<file path="config.mk">
export PLATFORM = sky130hd
export DESIGN_NAME = gpio_event_core
export DESIGN_NICKNAME = d
export VERILOG_FILES = /design/src/rtl/gpio_pkg.sv /design/src/rtl/gpio_debounce.sv /design/src/rtl/gpio_event_core.sv
export SDC_FILE = /design/constraint.sdc
export NUM_CORES = 1
export LEC_CHECK = 0
export ABC_CLOCK_PERIOD_IN_PS = 6300
export BUFFER_PORTS_ARGS = -buffer_cell sky130_fd_sc_hd__clkbuf_2
export CORE_ASPECT_RATIO = 0.5
export CORE_MARGIN = 1.5
export CORE_UTILIZATION = 55
export CTS_CLUSTER_DIAMETER = 120
export DETAILED_ROUTE_END_ITERATION = 8
export PLACE_DENSITY = 0.75
export SKIP_LAST_GASP = 1
export SYNTH_ARGS = -nofsm -noshare
export SYNTH_HDL_FRONTEND = slang
export SYNTH_HIERARCHICAL = 1
export SYNTH_SLANG_ARGS = --single-unit
</file>
<file path="constraint.sdc">
create_clock -name clock -period 6.3 [get_ports clock]
set_clock_uncertainty 0.15 [all_clocks]
set_input_delay 0.945 -clock clock [delete_from_list [all_inputs] [get_ports clock]]
set_output_delay 0.945 -clock clock [all_outputs]
set_load 0.05 [all_outputs]
</file>
<file path="src/rtl/gpio_pkg.sv">
// Shared constants for the GPIO event core: register map, version, error bit.
package gpio_pkg;

  localparam logic [7:0] ADDR_ERROR   = 8'h00;
  localparam logic [7:0] ADDR_ZERO    = 8'h01;
  localparam logic [7:0] ADDR_CAP     = 8'h02;
  localparam logic [7:0] ADDR_DIR     = 8'h03;
  localparam logic [7:0] ADDR_DATA    = 8'h04;
  localparam logic [7:0] ADDR_THRESH  = 8'h05;
  localparam logic [7:0] ADDR_RISE_EN = 8'h06;
  localparam logic [7:0] ADDR_FALL_EN = 8'h07;
  localparam logic [7:0] ADDR_STATUS  = 8'h08;
  localparam logic [7:0] ADDR_VERSION = 8'h09;

  localparam logic [7:0] VERSION = 8'h02;
  localparam int         ERR_BIT = 0;

  // Addresses that may be read but never written.
  function automatic logic is_read_only(input logic [7:0] addr);
    return (addr == ADDR_ZERO) || (addr == ADDR_CAP) || (addr == ADDR_VERSION);
  endfunction

endpackage

</file>
<file path="src/rtl/gpio_debounce.sv">
// One pin: 2-flop synchronizer, debounce counter, debounced flop and edge strobes.
module gpio_debounce #(
  parameter int CNT_BITS = 8
) (
  input  logic                clock,
  input  logic                reset_n,
  input  logic                pin_i,
  input  logic [CNT_BITS-1:0] threshold_i,
  output logic                debounced_o,
  output logic                rise_o,
  output logic                fall_o
);

  logic                sync1_q, sync2_q, deb_q, deb_d;
  logic [CNT_BITS-1:0] cnt_q, cnt_d;
  logic                differ, hit;

  // The debounced value follows sync only after T+1 consecutive differing cycles.
  always_comb begin
    differ = (sync2_q != deb_q);
    hit    = differ && (cnt_q == threshold_i);
    cnt_d  = (differ && !hit) ? cnt_q + 1'b1 : '0;
    deb_d  = hit ? sync2_q : deb_q;
  end

  // Synchronizer, counter and debounced state registers.
  always_ff @(posedge clock or negedge reset_n) begin
    if (!reset_n) begin
      sync1_q <= 1'b0;
      sync2_q <= 1'b0;
      cnt_q   <= '0;
      deb_q   <= 1'b0;
    end else begin
      sync1_q <= pin_i;
      sync2_q <= sync1_q;
      cnt_q   <= cnt_d;
      deb_q   <= deb_d;
    end
  end

  assign debounced_o = deb_q;
  // Strobes coincide with the edge that updates deb_q.
  assign rise_o      = hit &  sync2_q;
  assign fall_o      = hit & ~sync2_q;

endmodule

</file>
<file path="src/rtl/gpio_event_core.sv">
// GPIO block: config register file, per-pin debounce and edge event status/IRQ.
module gpio_event_core
  import gpio_pkg::*;
#(
  parameter int                  NUM_PINS         = 16,
  parameter logic [NUM_PINS-1:0] GPIO_OUT_CAPABLE = 16'hFF00,
  parameter int                  DEBOUNCE_BITS    = 8,
  parameter int                  DEBOUNCE_RESET   = 4
) (
  input  logic                clock,
  input  logic                reset_n,
  input  logic [NUM_PINS-1:0] gpio_in,
  output logic [NUM_PINS-1:0] gpio_out,
  output logic [NUM_PINS-1:0] gpio_oe,
  input  logic [31:0]         cfg_data_mwrite,
  output logic [31:0]         cfg_data_mread,
  input  logic [7:0]          cfg_addr,
  input  logic                cfg_mread_en,
  input  logic                cfg_mwrite_en,
  output logic                cfg_sack,
  output logic                error_flag,
  output logic                event_irq
);

  localparam logic [DEBOUNCE_BITS-1:0] THRESH_RST = DEBOUNCE_BITS'(DEBOUNCE_RESET);

  logic                     sack_q, error_q, error_d, irq_q;
  logic [31:0]              mread_q, mread_d;
  logic [NUM_PINS-1:0]      dir_q, dir_d, out_q, out_d, rise_en_q, rise_en_d;
  logic [NUM_PINS-1:0]      fall_en_q, fall_en_d, status_q, status_d;
  logic [DEBOUNCE_BITS-1:0] thresh_q, thresh_d;
  logic [NUM_PINS-1:0]      deb, rise_vec, fall_vec, status_set, w1c_mask, wdata_pins;
  logic                     req, act, cfg_error;
  logic                     unused_wdata;

  for (genvar gi = 0; gi < NUM_PINS; gi++) begin : g_pin
    gpio_debounce #(.CNT_BITS(DEBOUNCE_BITS)) u_deb (
      .clock       (clock),
      .reset_n     (reset_n),
      .pin_i       (gpio_in[gi]),
      .threshold_i (thresh_q),
      .debounced_o (deb[gi]),
      .rise_o      (rise_vec[gi]),
      .fall_o      (fall_vec[gi])
    );
  end

  // A request is acted on only in the cycle the enable is first seen high.
  assign req          = cfg_mread_en | cfg_mwrite_en;
  assign act          = req & ~sack_q;
  assign wdata_pins   = cfg_data_mwrite[NUM_PINS-1:0];
  assign unused_wdata = ^cfg_data_mwrite;
  assign cfg_error    = (cfg_mread_en & cfg_mwrite_en) | (cfg_addr > ADDR_VERSION) |
                        (cfg_mwrite_en & is_read_only(cfg_addr));
  // Events only count on input-direction pins.
  assign status_set   = ~dir_q & ((rise_vec & rise_en_q) | (fall_vec & fall_en_q));

  // Register file decode: next state and the read/readback data.
  always_comb begin
    dir_d     = dir_q;
    out_d     = out_q;
    thresh_d  = thresh_q;
    rise_en_d = rise_en_q;
    fall_en_d = fall_en_q;
    error_d   = error_q;
    mread_d   = mread_q;
    w1c_mask  = '0;
    if (act) begin
      if (cfg_error) begin
        error_d = 1'b1;
        mread_d = '0;
      end else if (cfg_mwrite_en) begin
        case (cfg_addr)
          ADDR_ERROR:   begin error_d   = cfg_data_mwrite[ERR_BIT]; mread_d = 32'(error_d); end
          ADDR_DIR:     begin dir_d     = wdata_pins & GPIO_OUT_CAPABLE; mread_d = 32'(dir_d); end
          ADDR_DATA:    begin out_d     = wdata_pins; mread_d = 32'(out_d); end
          ADDR_THRESH:  begin thresh_d  = cfg_data_mwrite[DEBOUNCE_BITS-1:0]; mread_d = 32'(thresh_d); end
          ADDR_RISE_EN: begin rise_en_d = wdata_pins; mread_d = 32'(rise_en_d); end
          ADDR_FALL_EN: begin fall_en_d = wdata_pins; mread_d = 32'(fall_en_d); end
          ADDR_STATUS:  begin
            w1c_mask = wdata_pins;
            mread_d  = 32'((status_q & ~wdata_pins) | status_set);
          end
          default:      mread_d = '0;
        endcase
      end else begin
        case (cfg_addr)
          ADDR_ERROR:   mread_d = 32'(error_q);
          ADDR_CAP:     mread_d = 32'(GPIO_OUT_CAPABLE);
          ADDR_DIR:     mread_d = 32'(dir_q);
          ADDR_DATA:    mread_d = 32'((deb & ~dir_q) | (out_q & dir_q));
          ADDR_THRESH:  mread_d = 32'(thresh_q);
          ADDR_RISE_EN: mread_d = 32'(rise_en_q);
          ADDR_FALL_EN: mread_d = 32'(fall_en_q);
          ADDR_STATUS:  mread_d = 32'(status_q);
          ADDR_VERSION: mread_d = {VERSION, 16'd0, 8'(NUM_PINS)};
          default:      mread_d = '0;
        endcase
      end
    end
    // A new event wins over a simultaneous clear.
    status_d = (status_q & ~w1c_mask) | status_set;
  end

  // Register state; threshold is the only non-zero reset value.
  always_ff @(posedge clock or negedge reset_n) begin
    if (!reset_n) begin
      sack_q    <= 1'b0;
      mread_q   <= '0;
      error_q   <= 1'b0;
      dir_q     <= '0;
      out_q     <= '0;
      thresh_q  <= THRESH_RST;
      rise_en_q <= '0;
      fall_en_q <= '0;
      status_q  <= '0;
      irq_q     <= 1'b0;
    end else begin
      sack_q    <= req;
      mread_q   <= mread_d;
      error_q   <= error_d;
      dir_q     <= dir_d;
      out_q     <= out_d;
      thresh_q  <= thresh_d;
      rise_en_q <= rise_en_d;
      fall_en_q <= fall_en_d;
      status_q  <= status_d;
      irq_q     <= |status_q;
    end
  end

  assign gpio_oe        = dir_q & GPIO_OUT_CAPABLE;
  assign gpio_out       = out_q & GPIO_OUT_CAPABLE;
  assign cfg_sack       = sack_q;
  assign cfg_data_mread = mread_q;
  assign error_flag     = error_q;
  assign event_irq      = irq_q;

endmodule
</file>
==> impl_metrics.env <==
export IMPL_drive_gt1_share_pct=18.9
export IMPL_drc=0
export IMPL_power_share_switching_pct=24.8
export IMPL_place_hpwl_um=22600
export IMPL_r2r_end="cfg_data_mread[7]"
export IMPL_synthFlopType="dfrtp_1"
export IMPL_status="finished clean"
export IMPL_die_y_um=117
export IMPL_criticalPathCategory="in2reg"
export IMPL_numPortBuffers=79
export IMPL_die_w_um=231
export IMPL_vias_per_cell=5.95
export IMPL_arrival_ns=3.72
export IMPL_yosys_warnings=6
export IMPL_grt_first_pass_wirelength_um=53700
export IMPL_fin_tns_setup_ns=0
export IMPL_intPower_w=0.00288
export IMPL_grt_pass1_vias=10100
export IMPL_cts_buffer_depth=3
export IMPL_total_power_w=0.00383
export IMPL_r2r_start="thresh_q[1]"
export IMPL_synth_distinct_cells=66
export IMPL_vias=10200
export IMPL_cap_violations=0
export IMPL_p_per_area_nw_per_um2=243
export IMPL_dpl_instance_area_um2=14900
export IMPL_num_antenna_cells=0
export IMPL_required_ns=6.58
export IMPL_clk_pin_slew_ns=0.07
export IMPL_dr_pass1_iters=5
export IMPL_cp_max_fo=36
export IMPL_synthesis_area_um2=14200
export IMPL_p_leak_nw=8.06
export IMPL_combPwrFrac_pct=9.6
export IMPL_core_area_um2=25300
export IMPL_drtIter0Drc=864
export IMPL_grt_max_degree=150
export IMPL_grt_setup_unrepaired="false"
export IMPL_fillers=1976
export IMPL_track_usage_pct=25.4
export IMPL_synth_seq_cells=268
export IMPL_cp_end_kind="flip-flop"
export IMPL_max_slew_margin_rel_pct=28.2
export IMPL_cts_setup_buffers=0
export IMPL_overflow=0
export IMPL_ff2ff_path_depth=9
export IMPL_hold_viol=0
export IMPL_core_rowCount=41
export IMPL_num_io_pins=127
export IMPL_antenna_found_initial=0
export IMPL_min_path_type="reg2reg"
export IMPL_async_flop_share_pct=100
export IMPL_post_route_cell_area_um2=15800
export IMPL_holdPathEnd="g_pin[12].u_deb/sync2_q"
export IMPL_drv_slew=0
export IMPL_gp_congestion=0.898
export IMPL_numClockSinks=268
export IMPL_seq_area_frac_synth_pct=47.1
export IMPL_power_switching_w=0.000950
export IMPL_numCtsBuffers=25
export IMPL_cts_root_buffer="clkbuf_16"
export IMPL_wl_um=34000
export IMPL_seqPwrFrac_pct=47.1
export IMPL_clkPwrFrac_pct=43.3
export IMPL_drt_wirelength_per_cell_um=19.8
export IMPL_cts_hold_buf=0
export IMPL_synthCells=1276
export IMPL_worstHoldPathCells=0
export IMPL_start_util_pct=56.2
export IMPL_ant_nets=0
export IMPL_die_area_um2=26900
export IMPL_cp_start_kind="input port"
export IMPL_clkLatencyLatePin_ns=0.54
export IMPL_layout_min_cycle_time_ns=3.44
export IMPL_setup_viol=0
export IMPL_synth_avg_cell_area_um2=11.2
export IMPL_cts_tree="done"
export IMPL_period_share_pct=54.5
export IMPL_num_nets_final=1436
export IMPL_synth_edf_count=0
export IMPL_worst_pin_slew_ns=1.08
export IMPL_synthToLayoutAreaGrowth_pct=10.9
export IMPL_peakVddDrop_uv=145
export IMPL_htree_levels=1
export IMPL_hp_start="g_pin[12].u_deb/sync1_q"
export IMPL_cts_resized=0
export IMPL_rrSetupSlack_ns=3.05
export IMPL_max_freq_ghz=0.291
[Yosys cell counts, types with 10 or more instances]
cell	number	share of area, %
nor4_1	12	0.53
mux2_2	40	3.2
buf_4	32	1.7
nor3b_1	33	1.7
clkbuf_1	14	0.37
a221oi_1	14	0.86
mux2_4	19	2.0
dfrtp_1	267	47
o21ai_0	15	0.53
nor4_2	32	2.8
a21bo_2	16	1.1
inv_1	33	0.87
mux2_1	10	0.79
ha_1	16	1.4
and3_1	48	2.1
nand2_1	39	1.0
nand3_1	73	2.6
mux2i_1	18	1.3
xnor2_1	32	2.0
nor2_1	119	3.1
a22oi_1	25	1.3
o22ai_1	17	0.75
xor2_1	208	13
[critical path, cell delays in order]
cell      delay (ns)
clkbuf_2        0.49
or3_1           0.81
nor3_2          0.67
buf_4           0.35
a221oi_1        0.12
o31ai_1         0.31
[worst max-delay path by stage]
stage | end | slack (ns) | startpoint | cells past startpoint
2_1_floorplan | rise_en_q[5] | 3.48 | cfg_addr[5] | 6
3_3_place_gp | cfg_data_mread[6] | 2.42 | cfg_addr[0] | 6
3_5_place_dp | cfg_data_mread[6] | 2.35 | cfg_addr[0] | 6
4_1_cts | cfg_data_mread[6] | 2.91 | cfg_addr[0] | 6
5_1_grt | cfg_data_mread[3] | 2.70 | cfg_addr[0] | 6
6_report | cfg_data_mread[6] | 2.86 | cfg_addr[0] | 6
[power by group through the flow]
stage	Combinational (W)	Sequential, W	Clock, W
after global routing	0.000401	0.00181	0.00177
after detailed placement	0.000364	0.00184	0
after CTS	0.000366	0.00181	0.00169
after floorplan	0.000266	0.00183	0
final	0.000366	0.00181	0.00166
after global placement	0.000354	0.00183	0
[per-stage QoR]
stage          std cells  util, %  worst slack (ns)  hold slack [ns]
5_1_grt             1722     62.3              2.70            0.203
4_1_cts             1722     62.3              2.91            0.203
3_3_place_gp        1677     58.8              2.42            0.184
6_report            1722     62.3              2.86            0.202
2_1_floorplan       1306        -              3.48            0.181
3_5_place_dp        1677     58.8              2.35            0.185
[final cells by class]
type	count	area [um^2]	share of cell area (%)
inverter	34	128	0.808
clock buffer	33	706	4.47
tap	344	430	2.72
multi-input combinational	940	7120	45.1
clock inverter	12	194	1.23
sequential	268	6710	42.5
timing repair buffer	91	508	3.22
[registers in the layout, indices dropped and copies added, names as in the netlist, 16 cells and up]
| register | count |
|---|---|
| g_pin.u_deb/sync1_q | 16 |
| g_pin.u_deb/debounced_o | 16 |
| g_pin.u_deb/sync2_q | 16 |
| fall_en_q | 16 |
| g_pin.u_deb/cnt_q | 128 |
| status_q | 16 |
| rise_en_q | 16 |
| cfg_data_mread | 17 |
[placed cells by master, fill, tap and decap left out, types with 15 or more instances in the layout]
| master | count |
|---|---|
| a21bo_2 | 16 |
| a22oi_1 | 25 |
| and3_1 | 48 |
| clkbuf_16 | 25 |
| clkbuf_2 | 78 |
| conb_1 | 31 |
| dfrtp_1 | 267 |
| ha_1 | 16 |
| inv_1 | 33 |
| mux2_2 | 40 |
| mux2_4 | 19 |
| mux2i_1 | 18 |
| nand2_1 | 39 |
| nand3_1 | 73 |
| nor2_1 | 119 |
| nor3b_1 | 33 |
| nor4_2 | 32 |
| o21ai_0 | 15 |
| o22ai_1 | 17 |
| xnor2_1 | 32 |
| xor2_1 | 208 |
[metal layers]
metal	GRT usage [%]	vias up	share of wire, %
met3	4.14	102	6.5
met5	0	-	0
met2	40.8	369	45
met4	10.3	0	3.8
li1	-	4626	-
met1	35.1	5147	44
[kinds of logic (layout without fill, tap and decap cells)]
logic type,count (synthesis),in the layout,synth area share [%]
compound gates,160,160,8.61
xor+xnor,240,240,14.8
fa+ha+maj,16,16,1.41
buf+inv,98,170,3.76
flops,268,268,47.1
mux,92,92,8.01
other cells,1,31,0.0263
simple gates,401,401,16.3
(Power assumes the default switching activity.)
